--- src/rtl/spi_cfg_master.sv ---
// Mode-0 SPI master for register-style serial control ports: one accepted command becomes one
// frame {rw, addr, data} sent MSB first; reads return the captured data on a one-cycle strobe.
module spi_cfg_master #(
  parameter int sclk_div      = 4,
  parameter int ss_gap        = 4,
  parameter int max_addr_bits = 16,
  parameter int max_data_bits = 16
) (
  input  logic                     clk,
  input  logic                     reset,
  input  logic                     cmd_valid,
  output logic                     cmd_ready,
  input  logic                     cmd_read,
  input  logic [max_addr_bits-1:0] cmd_addr,
  input  logic [max_data_bits-1:0] cmd_data,
  input  logic [4:0]               addr_bits,
  input  logic [4:0]               data_bits,
  output logic                     rsp_valid,
  output logic [max_data_bits-1:0] rsp_data,
  output logic                     busy,
  output logic                     sck,
  output logic                     ss,
  output logic                     mosi,
  input  logic                     miso
);

  localparam int CNT_MAX = (sclk_div > ss_gap) ? sclk_div : ss_gap;
  localparam int CNT_W   = $clog2(CNT_MAX + 1);
  localparam logic [CNT_W-1:0] PHASE_LAST = CNT_W'(sclk_div - 1);
  localparam logic [CNT_W-1:0] GAP_LAST   = CNT_W'(ss_gap - 1);

  typedef enum logic [2:0] {
    S_IDLE,
    S_SETUP,
    S_HIGH,
    S_LOW,
    S_HOLD,
    S_GAP
  } state_t;

  state_t                   r_state;
  state_t                   w_state_next;
  logic [CNT_W-1:0]         r_cnt;

  logic                     w_accept;
  logic                     w_phase_done;
  logic                     w_gap_done;
  logic                     w_to_high;
  logic [5:0]               w_a;
  logic [5:0]               w_dn;
  logic [5:0]               w_n;
  logic [31:0]              w_addr_field;
  logic [31:0]              w_data_field;
  logic [31:0]              w_frame;

  logic                     r_read;
  logic [5:0]               r_a;
  logic [5:0]               r_n;
  logic [5:0]               r_rise_cnt;
  logic [31:0]              r_shift;
  logic                     r_mosi;
  logic [max_data_bits-1:0] r_rx;
  logic [max_data_bits-1:0] r_rsp_data;
  logic                     r_rsp_valid;

  assign w_accept     = cmd_valid && (r_state == S_IDLE);
  assign w_phase_done = (r_cnt == PHASE_LAST);
  assign w_gap_done   = (r_cnt == GAP_LAST);
  assign w_to_high    = (w_state_next == S_HIGH) && (r_state != S_HIGH);

  // Lengths are clamped once at accept; everything downstream trusts r_a / r_n.
  assign w_a  = (addr_bits < 5'd2) ? 6'd2 : (addr_bits > 5'd16) ? 6'd16 : {1'b0, addr_bits};
  assign w_dn = (data_bits < 5'd1) ? 6'd1 : (data_bits > 5'd16) ? 6'd16 : {1'b0, data_bits};
  assign w_n  = w_a + w_dn;

  assign w_addr_field = 32'(cmd_addr) & ((32'd1 << (w_a - 6'd1)) - 32'd1);
  assign w_data_field = cmd_read ? 32'd0 : (32'(cmd_data) & ((32'd1 << w_dn) - 32'd1));

  // Frame built right-aligned, then left-aligned so bit 1 sits at [31].
  assign w_frame = (({31'd0, cmd_read} << (w_n - 6'd1))
                   | (w_addr_field << w_dn)
                   | w_data_field) << (6'd32 - w_n);

  always_ff @(posedge clk or negedge reset) begin
    if (!reset) begin
      r_state <= S_IDLE;
    end else begin
      r_state <= w_state_next;
    end
  end

  always_comb begin
    w_state_next = r_state;
    case (r_state)
      S_IDLE:  if (w_accept)     w_state_next = S_SETUP;
      S_SETUP: if (w_phase_done) w_state_next = S_HIGH;
      S_HIGH:  if (w_phase_done) w_state_next = (r_rise_cnt == r_n) ? S_HOLD : S_LOW;
      S_LOW:   if (w_phase_done) w_state_next = S_HIGH;
      S_HOLD:  if (w_phase_done) w_state_next = S_GAP;
      S_GAP:   if (w_gap_done)   w_state_next = S_IDLE;
      default:                   w_state_next = S_IDLE;
    endcase
  end

  // Outputs decode straight from state so an asynchronous reset forces them immediately.
  always_comb begin
    cmd_ready = 1'b0;
    busy      = 1'b1;
    ss        = 1'b0;
    sck       = 1'b0;
    case (r_state)
      S_IDLE: begin
        cmd_ready = 1'b1;
        busy      = 1'b0;
        ss        = 1'b1;
      end
      S_HIGH:  sck = 1'b1;
      S_GAP:   ss  = 1'b1;
      default: ;
    endcase
  end

  assign mosi      = r_mosi;
  assign rsp_valid = r_rsp_valid;
  assign rsp_data  = r_rsp_data;

  always_ff @(posedge clk or negedge reset) begin
    if (!reset) begin
      r_cnt <= '0;
    end else if (w_state_next != r_state) begin
      r_cnt <= '0;
    end else if (r_state != S_IDLE) begin
      r_cnt <= r_cnt + 1'b1;
    end
  end

  always_ff @(posedge clk or negedge reset) begin
    if (!reset) begin
      r_read      <= 1'b0;
      r_a         <= 6'd0;
      r_n         <= 6'd0;
      r_rise_cnt  <= 6'd0;
      r_shift     <= 32'd0;
      r_mosi      <= 1'b0;
      r_rx        <= '0;
      r_rsp_data  <= '0;
      r_rsp_valid <= 1'b0;
    end else begin
      r_rsp_valid <= 1'b0;
      if (w_accept) begin
        r_read     <= cmd_read;
        r_a        <= w_a;
        r_n        <= w_n;
        r_mosi     <= w_frame[31];
        r_shift    <= {w_frame[30:0], 1'b0};
        r_rise_cnt <= 6'd0;
        r_rx       <= '0;
      end
      // miso is captured on the edge that raises sck, only for the data-phase bits.
      if (w_to_high) begin
        r_rise_cnt <= r_rise_cnt + 6'd1;
        if (r_rise_cnt >= r_a) begin
          r_rx <= {r_rx[max_data_bits-2:0], miso};
        end
      end
      if ((r_state == S_HIGH) && (w_state_next == S_LOW)) begin
        r_mosi  <= r_shift[31];
        r_shift <= {r_shift[30:0], 1'b0};
      end
      if ((r_state == S_HIGH) && (w_state_next == S_HOLD)) begin
        r_mosi <= 1'b0;
      end
      if ((r_state == S_HOLD) && (w_state_next == S_GAP) && r_read) begin
        r_rsp_valid <= 1'b1;
        r_rsp_data  <= r_rx;
      end
    end
  end

endmodule

--- config.mk ---
export PLATFORM = sky130hd
export DESIGN_NAME = spi_cfg_master
export DESIGN_NICKNAME = d
export VERILOG_FILES = /design/src/rtl/spi_cfg_master.sv
export SDC_FILE = /design/constraint.sdc
export NUM_CORES = 1
export LEC_CHECK = 0
export BUFFER_PORTS_ARGS = -buffer_cell sky130_fd_sc_hd__clkbuf_2
export CORE_UTILIZATION = 50
export DETAILED_ROUTE_END_ITERATION = 16
export GPL_TIMING_DRIVEN = 0
export PLACE_DENSITY_LB_ADDON = 0.12
export SLEW_MARGIN = 20
export SYNTH_ARGS = -nofsm -noshare
export SYNTH_HDL_FRONTEND = slang
export SYNTH_SLANG_ARGS = --single-unit
--- constraint.sdc ---
create_clock -name clk -period 4.4 [get_ports clk]
set_clock_uncertainty 0.05 [all_clocks]
set_input_delay 0.88 -clock clk [delete_from_list [all_inputs] [get_ports clk]]
set_output_delay 0.88 -clock clk [all_outputs]
set_load 0.1 [all_outputs]
==> results.cfg <==
[worst_setup_path]
path_cells = buf_4 > inv_4 > a21oi_4 > inv_2 > buf_8 > buf_8 > ha_4 > fa_2 > xnor2_4 > buf_4 > nand2_1 > a31oi_1 > nand4_1 > buf_4 > o31ai_4 > o22a_2 > a2bb2oi_4 > a21oi_4 > a21o_1 > o21ai_1
slowest_stage = fa_2
endpoint_kind = register
slowest_delay_ns = 0.39
crit_top_cell = buf_4
crit_path_max_fanout = 10
arrival_ns = 4.54
critPathKind = in2reg
required_ns = 4.62
start_kind = input pin

[detailed_routing]
drc = 0
avgRoutedWirePerCell_microns = 23.78
drt_pass1_iterations = 5
viasPerCell = 6.901
ant_nets = 0
dr_total_vias = 10430
drt_wl_total_microns = 35950
drt_iter0_markers = 1389

[floorplanning]
row_count = 47
die_h_microns = 133.0
initial_core_util = 0.5139
coreArea_sq_um = 16700
dieArea_sq_um = 17690
die_x_microns = 133.0
io-pin-count = 69

[clock_tree]
cts_tree = done
clk_pin_slew_ns = 0.07
cts_num_sinks = 89
ctsHtreeMaxLevel = 3
holdBufCountCts = 0
numCtsBuffers = 9
clockBufferDepth = 2
clk_latency_ns = 0.35
root_buffer = clkbuf_16

[timing]
max-slew-margin-rel = 0.3828
hold_slack_ns = 0.4239
worst_pin_slew_ns = 0.9187
clock.fmax_mhz = 231.2
hold_viol = 0
setup_viol = 0
final_max_slew_viol_count = 0
rsz0062_at_grt = yes
min_period_over_period = 0.9832
finalCriticalPeriod_ns = 4.326
fin_ws_ns = 0.07385

[global_route]
grt_overflow = 0
grt_max_degree = 90
grt_pass1_vias = 9514
antenna_found_initial = 0
track_usage = 0.4019
grt_pass1_wl_microns = 54810

[yosys]
synthesis.area_sq_um = 8583
yosysWarningCount = 0
ys_async_sr_fraction = 1.000
synth_top_area_share = 0.2595
syn_area_per_cell_sq_um = 7.361
syn_inst = 1166
synth_seq_area_share = 0.2595
ys_ff_latch = 89
synth_flop_cell = dfrtp_1
yosysTopAreaCell = dfrtp_1
ys_types = 91
synth_area_leaders = dfrtp_1 26%, nand2_1 5.9%, o21ai_0 5.8%, nor2_1 4.9%, a21oi_1 4.4%
synth_edf_count = 0

[placement]
placed_cell_area_sq_um = 9326
gp_congestion = 0.9938
dp_cells = 1450
pre_cts_ws_ns = -1.053
numPortBuffers = 63
hpwl_microns = 26040

[cells_and_area]
final_cell_mix = 132 x nand2_1, 104 x nor2_1, 94 x o21ai_0, 89 x dfrtp_1, 72 x clkbuf_2
layout_commonest_cell = nand2_1
area_growth_pct = 24.55
fin_nets = 1351
drive_above_1_share = 0.2330
antenna_cells = 0
fin_cells = 1512
fin_area_sq_um = 10690
fillers = 1545

[power]
switching_share = 0.4646
p_leak_nw = 4.421
clockPowerShare = 0.180
vdd_drop_max_v = 0.0003599
power_w = 0.004487
comb_power_share = 0.560
pwr_density_cell_nw_per_um2 = 419.7
intPower_w = 0.002402
power.switching_w = 0.002084
seqPwrFrac = 0.260

[job]
maxCapViolCount = 0

[worst_hold_path]
worstHoldPathType = reg2reg

[outcome]
outcome = finished, final reports clean
[metrics by stage]
stage               setup TNS, ns  utilization
floorplan                       0            -
global placement           -27.23       0.5579
detailed placement         -27.26       0.5584
CTS                      -0.01066       0.6112
global route              -0.6904       0.6401
finish                          0       0.6401
[synthesized netlist by cell type (all sizes together), types with 9 or more instances]
cell type	instances
a221o	9
a21o	9
and2	13
buf	28
mux2i	30
a221oi	19
nor3	34
a211oi	30
ha	16
nor2	114
inv	42
o21ai	111
nand3	51
nand2	135
o22ai	15
xnor2	11
a31oi	26
a22oi	14
nor3b	11
clkbuf	64
o31ai	10
dfrtp	89
nand2b	14
and3	26
a21oi	80
o211ai	19
[per-layer routing]
layer | global-route usage | vias to the layer above | part of all wire
met5 | 0 | - | 0
met4 | 0.1379 | 0 | 0.038
met3 | 0.09732 | 130 | 0.12
met2 | 0.5905 | 720 | 0.43
met1 | 0.5718 | 4985 | 0.41
li1 | - | 4599 | -
[registers in the layout (all words and copies together), names as in the netlist]
name        count
mosi            1
r_a             5
r_cnt           3
r_n             6
r_read          1
r_rise_cnt      6
r_rx           16
r_shift        31
r_state         3
rsp_data       16
rsp_valid       1
[power groups by stage]
stage               registers (W)  clock network [W]  logic, W
floorplan                 0.00118                  0   0.00149
global placement          0.00117                  0   0.00205
detailed placement        0.00118                  0   0.00207
CTS                       0.00116           0.000814   0.00230
global route              0.00119           0.000843   0.00268
finish                    0.00117           0.000808   0.00251
[worst max-delay path: cells and delay by family]
| family | cells | cell delay, ns |
|---|---|---|
| compound gates | 8 | 1.69 |
| xor+xnor | 1 | 0.19 |
| fa+ha+maj | 2 | 0.55 |
| buf+inv | 7 | 0.97 |
| simple gates | 2 | 0.25 |
[repair_timing]
action	CTS	global route
pin swaps	16	28
resized for setup	68	88
hold endpoints to repair	0	0
endpoints found under the setup margin	32	31
setup buffers	26	23
[worst paths after layout]
| kind | from | end | slack [ns] | cells after the start |
|---|---|---|---|---|
| worst max-delay path | data_bits[4] | mosi | 0.07 | 20 |
| worst min-delay path | r_rx[15] | rsp_data[15] | 0.42 | 2 |
| worst max register to register | r_state[2] | rsp_data[13] | 1.07 | 12 |
| worst min register to register | r_rx[15] | rsp_data[15] | 0.42 | 2 |
| max in group asynchronous | reset | r_shift[2] | 3.25 | 1 |
| min in group asynchronous | reset | r_a[4] | 0.50 | 1 |
[logic make-up (layout without fill, tap and decap cells)]
logic type      count (synthesis)  after routing  synth area share
simple gates                  451            451            0.2541
compound gates                418            418            0.3313
buf+inv                       135            260           0.06487
flops                          89             89            0.2595
mux                            37             37           0.04417
xor+xnor                       18             18           0.01997
fa+ha+maj                      17             17           0.02566
other cells                     1              2         0.0004369
[final cells by class]
class	instances	area (sq um)	area share
repair buffers	112	704.4	0.06589
clock buffers	9	225.2	0.02107
clock inverters	7	82.58	0.007725
inverters	43	167.7	0.01568
plain buffers	89	508.0	0.04752
flip-flops and latches	89	2227	0.2083
well taps	220	275.3	0.02575
multi-input cells	943	6500	0.6080
Note: power is estimated with default switching activity, not from simulation.
